--- src/rtl/ffo_pkg.sv ---
// Shared definitions for the sequential one-hot decoder: default sizes, FSM states
// and the per-level window-halving mask.
package ffo_pkg;

    localparam int N_DEF     = 32;
    localparam int LOG2N_DEF = $clog2(N_DEF);

    typedef enum logic [1:0] {
        IDLE  = 2'd0,
        LEVEL = 2'd1,
        DONE  = 2'd2
    } state_t;

    // Periodic mask selecting the left (sel=0) or right (sel=1) half of every
    // window of size N>>lvl; ANDing it with the current window narrows it.
    function automatic logic [0:N_DEF-1] half_mask(input logic [LOG2N_DEF-1:0] lvl,
                                                   input logic                 sel);
        logic [0:N_DEF-1] hm;
        int               sh;
        sh = LOG2N_DEF - 1 - int'(lvl);
        for (int i = 0; i < N_DEF; i++) begin
            hm[i] = (((i >> sh) & 1) == int'(sel));
        end
        return hm;
    endfunction

endpackage

--- src/rtl/ffo32_decoder_seq.sv ---
// Sequential inverse of a find-first-one encoder: turns (v, p) into a one-hot vector
// by halving an all-ones window once per position bit, MSB first.
module ffo32_decoder_seq
    import ffo_pkg::*;
#(
    parameter int N = N_DEF
) (
    input  logic                      clock,
    input  logic                      reset,
    input  logic                      start,
    input  logic                      v,
    input  logic [0:$clog2(N)-1]      p,
    output logic                      ready,
    output logic                      done,
    output logic [0:N-1]              b
);

    localparam int                LOG2N    = $clog2(N);
    localparam int                LVLW     = (LOG2N > 1) ? $clog2(LOG2N) : 1;
    localparam logic [LOG2N-1:0]  LVL_LAST = LOG2N'(LOG2N - 1);

    state_t             r_state;
    state_t             w_state_nxt;
    logic [0:LOG2N-1]   r_p;
    logic               r_v;
    logic [0:N-1]       r_m;
    logic [LOG2N-1:0]   r_lvl;
    logic [0:N-1]       r_b;
    logic               w_sel;
    logic               w_last;
    logic [0:N-1]       w_m_nxt;

    always_comb begin
        w_state_nxt = r_state;
        ready       = 1'b0;
        done        = 1'b0;
        w_sel       = r_p[r_lvl[LVLW-1:0]];
        w_last      = (r_lvl == LVL_LAST);
        w_m_nxt     = r_m & half_mask(r_lvl, w_sel);
        case (r_state)
            IDLE: begin
                ready = 1'b1;
                if (start) begin
                    w_state_nxt = LEVEL;
                end
            end
            LEVEL: begin
                if (w_last) begin
                    w_state_nxt = DONE;
                end
            end
            DONE: begin
                done        = 1'b1;
                w_state_nxt = IDLE;
            end
            default: begin
                w_state_nxt = IDLE;
            end
        endcase
    end

    // The level counter stops at the last level so r_p is never indexed out of range.
    always_ff @(posedge clock or posedge reset) begin
        if (reset) begin
            r_state <= IDLE;
            r_p     <= '0;
            r_v     <= 1'b0;
            r_m     <= '1;
            r_lvl   <= '0;
            r_b     <= '0;
        end else begin
            r_state <= w_state_nxt;
            case (r_state)
                IDLE: begin
                    if (start) begin
                        r_p   <= p;
                        r_v   <= v;
                        r_m   <= '1;
                        r_lvl <= '0;
                    end
                end
                LEVEL: begin
                    r_m <= w_m_nxt;
                    if (w_last) begin
                        r_b <= r_v ? w_m_nxt : '0;
                    end else begin
                        r_lvl <= r_lvl + LOG2N'(1);
                    end
                end
                default: begin
                end
            endcase
        end
    end

    assign b = r_b;

endmodule

--- config.mk ---
export PLATFORM = sky130hd
export DESIGN_NAME = ffo32_decoder_seq
export DESIGN_NICKNAME = d
export VERILOG_FILES = /design/src/rtl/ffo_pkg.sv /design/src/rtl/ffo32_decoder_seq.sv
export SDC_FILE = /design/constraint.sdc
export NUM_CORES = 1
export LEC_CHECK = 0
export ABC_AREA = 1
export BUFFER_PORTS_ARGS = -buffer_cell sky130_fd_sc_hd__buf_2
export CORE_UTILIZATION = 53
export DETAILED_ROUTE_END_ITERATION = 6
export GPL_TIMING_DRIVEN = 0
export HOLD_SLACK_MARGIN = 0.1
export PLACE_DENSITY = 0.76
export SETUP_SLACK_MARGIN = 0.5
export SLEW_MARGIN = 20
export SYNTH_ARGS = -nofsm -noshare
export SYNTH_HDL_FRONTEND = slang
export SYNTH_SLANG_ARGS = --single-unit
--- constraint.sdc ---
create_clock -name clock -period 1.9 [get_ports clock]
set_input_delay 0.095 -clock clock [delete_from_list [all_inputs] [get_ports clock]]
set_output_delay 0.095 -clock clock [all_outputs]
set_load 0.01 [all_outputs]
==> flow_summary.toml, run 1 <==
[worst_setup_path]
critPathCaptureType = "register"
cp_data_required_time_ps = 2180
crit-reg2reg-launch = "r_lvl[0]"
critical-path-slowest-cell = "sky130_fd_sc_hd__dfrtp_1"
critPathMaxFanout = 6
path_cells = "inv_2, buf_6, ha_4, inv_4, nor2_4, nor2_4, inv_4, buf_8, nor2_4, nand2_4, a21boi_1, o21ai_1, a21oi_1"
crit_path_max_incr_delay_ps = 400
crit_path_frequent_cell = "sky130_fd_sc_hd__nor2_4"
worst-r2r-setup-slack_ps = -260
r2r_cells = 13
worstPathArrival_ps = 2440
crit-reg2reg-capture = "r_m[8]"
start_to_end_type_of_the_worst_setup_path = "reg2reg"
end_of_the_critical_path = "r_m[8]"
crit_path_start_kind = "register"
worstSetupStartpoint = "r_lvl[0]"

[cts]
insertion_delay_ps = 370
clock_path_buffers = 2
clk_pin_slew_worst_paths_ps = 80
clkSinkCount = 77
cts_tree = "built"
root_buffer = "sky130_fd_sc_hd__clkbuf_8"
cts_inserted_buffers = 9
cts-htree-levels = 3

[die]
initial_core_utilization = 0.557
fp.coreArea_um2 = 6910
chipHeight_um = 87.2
dieWidth_um = 87.2
num_io_pins = 43
dieArea_um2 = 7600
core.rowCount = 30

[hold_path]
min-delay-path-class = "in2async"

[global_route]
groute.usage.overall = 0.337
first_global_vias = 3940
grt_antenna_before_repair = 0
grt_first_pass_wirelength_um = 19200
largest_net_degree_at_the_start_of_global_routing = 36
grt_overflow = 0

[synthesis]
ys_seq_elements = 77
yosysWarningCount = 0
yosys_most_used_dff = "sky130_fd_sc_hd__dfrtp_1"
postSynthNetCount = 472
syn_avg_cell_area_um2 = 8.34
synth-seq-area-share = 0.511
instance_count_of_the_mapped_netlist = 461
synth-edff-count = 0
synth_area_um2 = 3850
count_of_distinct_cell_types_in_the_synthesized_netlist = 35
async_reset_ff_frac = 1.00

[run_status]
failing_checks = "setup timing"
status = "complete, but fails checks"

[placed_design]
gp_congestion = 0.883
place_hpwl_um = 6700
io_buffers = 42
post-place-cells = 601
placed_area_um2 = 4320

[timing]
unrepaired_setup_endpoints_after_global_routing = "yes"
post-route-worst-setup-slack_ps = -263
achievable-frequency_ghz = 0.462
timing_max_transition_violations_final = 0
maxSlewHeadroom = 0.472
tightestPinTransition_ps = 791
layout_worst_path_cycle_share = 1.14
final-setup-viol-count = 56
finalHoldViolCount = 0
min_period_ps = 2160
timing.hold.ws_ps = 350
clock_skew_ps = 9.62

[route]
per_cell_routed_wire_length_um = 23.2
drt_first_iter_violations = 571
ant_nets = 0
drc = 0
drt-total-wl_um = 16000
num_vias = 4422
first_pass_iters = 7
detail_routed_via_count_per_cell = 6.42

[cells_and_area]
num-nets-final = 599
layout-area-overhead-vs-synth_pct = 57.7
diodes = 0
stdcell_count = 689
layout-drive-gt1-share = 0.583
mostFrequentLayoutCell = "sky130_fd_sc_hd__nand2_1"
finalInstanceArea_um2 = 6070
final_cell_mix = "81 x sky130_fd_sc_hd__nand2_1, 44 x sky130_fd_sc_hd__buf_2, 44 x sky130_fd_sc_hd__dfrtp_1"

[flow_run]
maxCapViolations = 0
## final cells by class
type	instances	area, um2
Multi-Input combinational cell	333	2360
Sequential cell	77	1970
Timing Repair Buffer	115	978
Fill cell	323	840
Buffer	26	289
Clock buffer	13	169
Inverter	25	130
Tap cell	96	120
Clock inverter	3	42.5
Timing Repair inverter	1	8.76
## sequential cells by signal (all words and copies together) (netlist names)
name,cells
b,32
r_m,32
r_lvl,5
r_p,5
r_state,2
r_v,1
## metrics by stage
stage	util	setup TNS (ps)	setup WS, ps
3_5_place_dp	0.625	-6290	-260
5_1_grt	0.878	-7760	-325
2_1_floorplan	-	-9.96	-4.99
4_1_cts	0.776	0	43.3
3_3_place_gp	0.618	-4880	-224
6_report	0.878	-4880	-263
## logic make-up after synthesis
logic type               synth area share
AO/OA/AOI/OAI                       0.137
flip-flops                          0.511
AND/OR/NAND/NOR                     0.272
XOR/XNOR                          0.00228
adder cells (fa/ha/maj)           0.00651
buffers and inverters              0.0706
## Yosys cell counts, types with 9 or more instances
cell | number | area share
sky130_fd_sc_hd__nor2_1 | 29 | 0.028
sky130_fd_sc_hd__clkbuf_1 | 10 | 0.0098
sky130_fd_sc_hd__nand2_1 | 125 | 0.12
sky130_fd_sc_hd__dfrtp_1 | 45 | 0.29
sky130_fd_sc_hd__dfstp_2 | 32 | 0.22
sky130_fd_sc_hd__o21ai_0 | 16 | 0.021
sky130_fd_sc_hd__o21ai_1 | 44 | 0.057
sky130_fd_sc_hd__nand3_1 | 43 | 0.056
sky130_fd_sc_hd__a21oi_1 | 30 | 0.039
sky130_fd_sc_hd__nand4_1 | 11 | 0.018
sky130_fd_sc_hd__inv_2 | 9 | 0.0088
sky130_fd_sc_hd__inv_1 | 13 | 0.013
## worst max-delay path, delay by kind of cell, from the launching register on
family	cells	cell delay [ps]
AOI/OAI and AO/OA	3	520
adders and majority gates	1	180
buffers and inverters	5	490
DFF	1	400
and+or+nand+nor	4	470
## how the worst min path moves through the flow
stage	to	cells past startpoint	slack, ps	from
5_1_grt	b[13]	3	400	reset
3_3_place_gp	r_p[1]	3	290	p[1]
4_1_cts	r_p[3]	4	120	start
3_5_place_dp	b[10]	2	180	reset
2_1_floorplan	r_p[0]	2	200	p[0]
6_report	b[10]	3	350	reset
## timing repair
action	4_1_cts	5_1_grt
hold buffers	7	1
setup buffers	31	25
endpoints found under the hold margin	17	1
endpoints found under the setup margin	77	77
gates resized for setup	116	119
pin swaps	46	50
gates cloned	5	3
## layer usage
metal,up-vias,GRT usage,part of all wire
li1,1805,-,-
met1,2076,0.420,0.34
met2,390,0.555,0.46
met3,151,0.0673,0.11
met4,0,0.179,0.085
met5,-,0,0
Power of run 1 is left out: the tool's default activity adds up to more than one toggle a clock period on the data nets, which glitch-free logic cannot reach.
==> inputs of run 2 (changes only) <==
--- a/config.mk
+++ b/config.mk
@@ -5,13 +5,15 @@
 export SDC_FILE = /design/constraint.sdc
 export NUM_CORES = 1
 export LEC_CHECK = 0
-export ABC_AREA = 1
+export ABC_AREA = 0
 export BUFFER_PORTS_ARGS = -buffer_cell sky130_fd_sc_hd__buf_2
 export CORE_UTILIZATION = 53
+export CTS_CLUSTER_SIZE = 25
 export DETAILED_ROUTE_END_ITERATION = 6
 export GPL_TIMING_DRIVEN = 0
 export HOLD_SLACK_MARGIN = 0.1
 export PLACE_DENSITY = 0.76
+export RECOVER_POWER = 50
 export SETUP_SLACK_MARGIN = 0.5
 export SLEW_MARGIN = 20
 export SYNTH_ARGS = -nofsm -noshare
==> run 2 against run 1 <==
Compared with the run above: the run still ends with setup timing left; die area decreased by 1.1%; setup slack worse by 120 ps; clock-buffer cell count down 3; cell count shrank 17%; register-to-register slack lost 120 ps; core utilization down 3.1 points; worst hold slack worse by 29 ps; non-clock buffer count fell by 8; final area is 4.0% lower; critical path depth down 1; area after synthesis down 1.1%; largest cell class unchanged.
==> flow_summary.toml, run 2 <==
[global_route]
grt_first_pass_wirelength_um = 16800
first_global_vias = 3258
largest_net_degree_at_the_start_of_global_routing = 35
groute.usage.overall = 0.301
grt_overflow = 0
grt_antenna_before_repair = 0

[cts]
cts_inserted_buffers = 9
clkSinkCount = 77
clock_path_buffers = 2
cts-htree-levels = 3
insertion_delay_ps = 370
root_buffer = "sky130_fd_sc_hd__clkbuf_8"
cts_tree = "built"
clk_pin_slew_worst_paths_ps = 80

[route]
first_pass_iters = 5
drt-total-wl_um = 12900
drt_first_iter_violations = 363
detail_routed_via_count_per_cell = 6.23
per_cell_routed_wire_length_um = 22.4
drc = 0
ant_nets = 0
num_vias = 3584

[synthesis]
ys_top_cells_by_count = "45 x sky130_fd_sc_hd__dfrtp_1, 32 x sky130_fd_sc_hd__dfstp_2, 32 x sky130_fd_sc_hd__nand2_1, 28 x sky130_fd_sc_hd__nor2_1, 25 x sky130_fd_sc_hd__a21oi_1"
synthTopCellsByArea = "sky130_fd_sc_hd__dfrtp_1 30%, sky130_fd_sc_hd__dfstp_2 22%, sky130_fd_sc_hd__a32o_1 6.1%"
syn_avg_cell_area_um2 = 10.5
yosys_most_used_dff = "sky130_fd_sc_hd__dfrtp_1"
compound_cell_area_share_of_the_yosys_netlist = 0.193
combinational_family_with_the_most_area_after_synthesis = "compound AO/OA/AOI/OAI gates"
instance_count_of_the_mapped_netlist = 361
xor_and_xnor_area_share_after_synthesis = 0.0806
post-synth-top-area-fraction = 0.296
synth-edff-count = 0
ys_seq_elements = 77
library_cell_with_the_highest_instance_count_after_synthesis = "sky130_fd_sc_hd__dfrtp_1"
yosysWarningCount = 0
synth_area_um2 = 3800
yosys.area_share.simple = 0.124
count_of_distinct_cell_types_in_the_synthesized_netlist = 50
async_reset_ff_frac = 1.00
postSynthNetCount = 372
synth_fa_ha_area_frac = 0.00658
synth-seq-area-share = 0.517
top_cell_type_by_total_area_after_synthesis = "sky130_fd_sc_hd__dfrtp_1"
synth_mux_area_frac = 0.0260

[worst_setup_path]
critical_path_buf_inv_count = 5
worstPathArrival_ps = 2570
critPathMaxFanout = 7
start_to_end_type_of_the_worst_setup_path = "reg2reg"
cp_data_required_time_ps = 2190
critPathCaptureType = "register"
path_delay_family = "compound AO/OA/AOI/OAI gates"
crit_path_max_incr_delay_ps = 390
crit_path_start_kind = "register"
path_cells = "clkbuf_8, inv_4, ha_4, buf_8, buf_6, buf_12, a211o_1, a21oi_2, o31ai_2, xnor2_1, o21ai_1, a21oi_1"
critical-path-slowest-cell = "sky130_fd_sc_hd__dfrtp_1"

[cells_and_area]
mostFrequentLayoutCell = "sky130_fd_sc_hd__dfrtp_1"
layout-drive-gt1-share = 0.578
layout-area-overhead-vs-synth_pct = 53.1
diodes = 0
fin_util = 0.848
num-nets-final = 485
final_cell_mix = "44 x sky130_fd_sc_hd__dfrtp_1, 43 x sky130_fd_sc_hd__buf_2, 32 x sky130_fd_sc_hd__dfstp_2"

[hold_path]
min-delay-path-class = "in2reg"

[timing]
post-route-worst-setup-slack_ps = -385
min_period_ps = 2280
final-setup-viol-count = 66
layout_worst_path_cycle_share = 1.20
maxSlewHeadroom = 0.439
finalHoldViolCount = 0
achievable-frequency_ghz = 0.438
unrepaired_setup_endpoints_after_global_routing = "yes"
tightestPinTransition_ps = 836
timing_max_transition_violations_final = 0
clock_skew_ps = 12.3

[die]
num_io_pins = 43
dieArea_um2 = 7520
fp.coreArea_um2 = 6870
core.rowCount = 30
initial_core_utilization = 0.554
dieWidth_um = 86.7
chipHeight_um = 86.7

[placed_design]
gp_congestion = 0.897
io_buffers = 42
place_hpwl_um = 6470

[run_status]
status = "complete, but fails checks"
failing_checks = "setup timing"

[flow_run]
maxCapViolations = 0
## run 2: changes by cell type after synthesis, moves of 16 or more
| cell | change |
|---|---|
| sky130_fd_sc_hd__nand2_1 | -93 |
| sky130_fd_sc_hd__o21ai_1 | -38 |
| sky130_fd_sc_hd__nand3_1 | -35 |
| sky130_fd_sc_hd__a32o_1 | +23 |
| sky130_fd_sc_hd__xnor2_1 | +17 |
| sky130_fd_sc_hd__xor2_1 | +17 |
| sky130_fd_sc_hd__o22a_1 | +16 |
## run 2: worst min-delay path, stage by stage
cell and delay, ps:
sky130_fd_sc_hd__buf_2 100, sky130_fd_sc_hd__nor2b_4 110, sky130_fd_sc_hd__buf_6 100, sky130_fd_sc_hd__buf_4 150, sky130_fd_sc_hd__nor2_1 80, sky130_fd_sc_hd__a21oi_1 50
## run 2: layout make-up
type                    count  area (um2)
well taps                  96         120
plain buffers              31         417
fillers                   349        1050
clock buffers              10         128
inverters                   7        42.5
multi-input cells         246        2270
flip-flops and latches     77        1970
clock inverters             6        71.3
repair buffers            102         810
## run 2: kinds of logic after synthesis
group           Yosys count
simple gates             98
buf+inv                  38
mux                       9
xor+xnor                 35
flops                    77
compound gates          102
fa+ha+maj                 2
## run 2: metal layers
metal	global-route usage	vias up	routed length (um)
li1	-	1508	-
met1	0.395	1800	5170
met2	0.490	210	6170
met3	0.0524	66	958
met4	0.136	0	584
met5	0	-	0
## run 2: worst paths after layout
kind                            startpoint       end  slack [ps]  depth (start not counted)
worst max-delay path              r_lvl[1]   r_m[23]        -380                         12
worst min-delay path                 start   r_m[10]         320                          6
worst max register to register    r_lvl[1]   r_m[23]        -380                         12
worst min register to register       b[21]     b[21]         480                          2
max in group asynchronous            reset  r_lvl[0]         260                          4
min in group asynchronous            reset     b[30]         380                          3
## run 2: repair_timing
item | in CTS | in global routing
pin swaps | 41 | 33
buffers inserted | 36 | 13
gates cloned | 0 | 2
resized for setup | 110 | 57
setup endpoints to repair | 79 | 79
hold endpoints to repair | 35 | 0
hold buffers | 7 | 0
## run 2: metrics by stage
step                      TNS (ps)  cells  worst slack (ps)  area (um2)  hold WS [ps]
after floorplan               -508    361              -104        4020           243
after global placement       -9750    499              -344        4350           326
after detailed placement    -10040    501              -316        4400           149
after global routing        -18110    575              -453        5820           341
after CTS                    -4990    560              -167        5450           313
final                       -13660    575              -385        5820           322
Power of run 2 is left out for the same reason.
==> inputs of run 3 (changes only) <==
--- a/config.mk
+++ b/config.mk
@@ -6,13 +6,13 @@
 export NUM_CORES = 1
 export LEC_CHECK = 0
 export ABC_AREA = 0
-export BUFFER_PORTS_ARGS = -buffer_cell sky130_fd_sc_hd__buf_2
-export CORE_UTILIZATION = 53
+export CORE_UTILIZATION = 55
 export CTS_CLUSTER_SIZE = 25
 export DETAILED_ROUTE_END_ITERATION = 6
+export DONT_BUFFER_PORTS = 1
 export GPL_TIMING_DRIVEN = 0
 export HOLD_SLACK_MARGIN = 0.1
-export PLACE_DENSITY = 0.76
+export PLACE_DENSITY = 0.73
 export RECOVER_POWER = 50
 export SETUP_SLACK_MARGIN = 0.5
 export SLEW_MARGIN = 20
==> run 3 against run 2 <==
Compared with the run above: cell count fell by 6.3%; largest cell class unchanged; worst hold slack got worse by 55 ps; sequential share of layout area fell by 2.0 points; the run still ends with setup timing left; wire length rose by 33%.
==> flow_summary.toml, run 3 (synthesis gave the netlist of run 2 again) <==
[route]
per_cell_routed_wire_length_um = 31.9
drt-total-wl_um = 17200
num_vias = 3985
first_pass_iters = 5
detail_routed_via_count_per_cell = 7.39
drt_first_iter_violations = 407
drc = 0
ant_nets = 0

[timing]
finalHoldViolCount = 0
tightestPinTransition_ps = 803
totalNegativeSetupSlack_ps = -15680
post-route-worst-setup-slack_ps = -490
final-setup-viol-count = 65
unrepaired_setup_endpoints_after_global_routing = "yes"
layout_worst_path_cycle_share = 1.26
achievable-frequency_ghz = 0.418
min_period_ps = 2390
maxSlewHeadroom = 0.465
timing_max_transition_violations_final = 0
clock_skew_ps = 10.7

[die]
dieArea_um2 = 7250
chipHeight_um = 85.1
fp.coreArea_um2 = 6490
num_io_pins = 43
core.rowCount = 29
dieWidth_um = 85.1
initial_core_utilization = 0.585

[cells_and_area]
layout-drive-gt1-share = 0.617
nFillCells = 147
num-nets-final = 468
layout-area-overhead-vs-synth_pct = 62.7
mostFrequentLayoutCell = "sky130_fd_sc_hd__dfrtp_1"
diodes = 0
seq_area_um2 = 1970
finalInstanceArea_um2 = 6190
final_cell_mix = "44 x sky130_fd_sc_hd__dfrtp_1, 41 x sky130_fd_sc_hd__buf_4, 32 x sky130_fd_sc_hd__buf_6, 32 x sky130_fd_sc_hd__dfstp_2, 23 x sky130_fd_sc_hd__a32o_1"
multi_input_area_um2 = 2560

[placed_design]
gp_congestion = 0.911
place_hpwl_um = 6400
detailedPlace.worstSlack_ps = -357
io_buffers = 0
placed_area_um2 = 4160

[global_route]
grt_first_pass_wirelength_um = 18700
grt_overflow = 0
largest_net_degree_at_the_start_of_global_routing = 33
groute.usage.overall = 0.348
first_global_vias = 3432
grt_antenna_before_repair = 0

[cts]
cts_inserted_buffers = 9
cts_tree = "built"
clock_path_buffers = 2
clkSinkCount = 77
root_buffer = "sky130_fd_sc_hd__clkbuf_8"
clk_pin_slew_worst_paths_ps = 90
insertion_delay_ps = 380
cts-htree-levels = 3

[run_status]
failing_checks = "setup timing"
status = "complete, but fails checks"

[worst_setup_path]
worstPathArrival_ps = 2700
critPathCaptureType = "register"
critPathMaxFanout = 8
cp_data_required_time_ps = 2210
crit_path_start_kind = "register"
r2r_cells = 11
worst-r2r-setup-slack_ps = -490
worstSetupStartpoint = "r_lvl[1]"
crit-reg2reg-launch = "r_lvl[1]"
end_of_the_critical_path = "r_m[23]"
crit-reg2reg-capture = "r_m[23]"
start_to_end_type_of_the_worst_setup_path = "reg2reg"

[hold_path]
min-delay-path-class = "in2async"

[flow_run]
maxCapViolations = 0
==> run 3: cell types whose count changed in the layout (fill, tap and decap cells not counted), moves of 5 or more <==
cell	change
sky130_fd_sc_hd__xor2_1	-5
sky130_fd_sc_hd__nand2_4	+9
sky130_fd_sc_hd__buf_2	-42
sky130_fd_sc_hd__buf_4	+11
sky130_fd_sc_hd__a21oi_1	-5
sky130_fd_sc_hd__nand2_1	-6
sky130_fd_sc_hd__buf_6	+10
sky130_fd_sc_hd__o21ai_1	-6
==> run 3: how the worst min path moves through the flow <==
stage                   end  depth (start not counted)  slack [ps]
floorplan            r_p[3]                          1         240
global placement     r_p[4]                          1         240
detailed placement    b[15]                          1         -20
CTS                   b[23]                          2         210
global route        r_m[24]                          5         310
finish                b[15]                          2         270
==> run 3: critical path, cell delays in order, from the launching register on <==
cell and delay, ps:
sky130_fd_sc_hd__dfrtp_1 410, sky130_fd_sc_hd__clkbuf_8 160, sky130_fd_sc_hd__inv_4 60, sky130_fd_sc_hd__ha_4 180, sky130_fd_sc_hd__buf_6 140, sky130_fd_sc_hd__buf_8 150
sky130_fd_sc_hd__nand3_1 180, sky130_fd_sc_hd__a21oi_1 260, sky130_fd_sc_hd__o31ai_2 90, sky130_fd_sc_hd__xnor2_1 310, sky130_fd_sc_hd__o21ai_0 170, sky130_fd_sc_hd__a21oi_1 210
==> run 3: area by class of cell <==
| class | count | share of cell area |
|---|---|---|
| Tap cell | 77 | 0.0156 |
| Sequential cell | 77 | 0.318 |
| Multi-Input combinational cell | 246 | 0.414 |
| Buffer | 31 | 0.0663 |
| Clock buffer | 9 | 0.0200 |
| Inverter | 7 | 0.00647 |
| Clock inverter | 7 | 0.0133 |
| Timing Repair Buffer | 85 | 0.147 |
==> run 3: layer usage <==
| metal | global-route usage | vias up | wire (um) |
|---|---|---|---|
| met4 | 0.140 | 0 | 1370 |
| met5 | 0 | - | 0 |
| met3 | 0.0739 | 144 | 1860 |
| met2 | 0.580 | 415 | 8050 |
| met1 | 0.444 | 1949 | 5900 |
| li1 | - | 1477 | - |
==> run 3: what timing repair did <==
action / CTS / global route
buffers inserted: 45 / 25
endpoints found under the hold margin: 59 / 0
hold buffers: 7 / 0
cloned: 3 / 3
pin swaps: 43 / 60
setup endpoints to repair: 79 / 79
gates resized for setup: 145 / 81
==> run 3: per-stage QoR <==
step / util / instances / hold WS (ps)
detailed placement: 0.640 / 440 / -17.5
global placement: 0.634 / 438 / 244
finish: 0.953 / 539 / 267
floorplan: - / 361 / 243
CTS: 0.848 / 511 / 206
global route: 0.953 / 539 / 311
Power of run 3 is left out for the same reason.
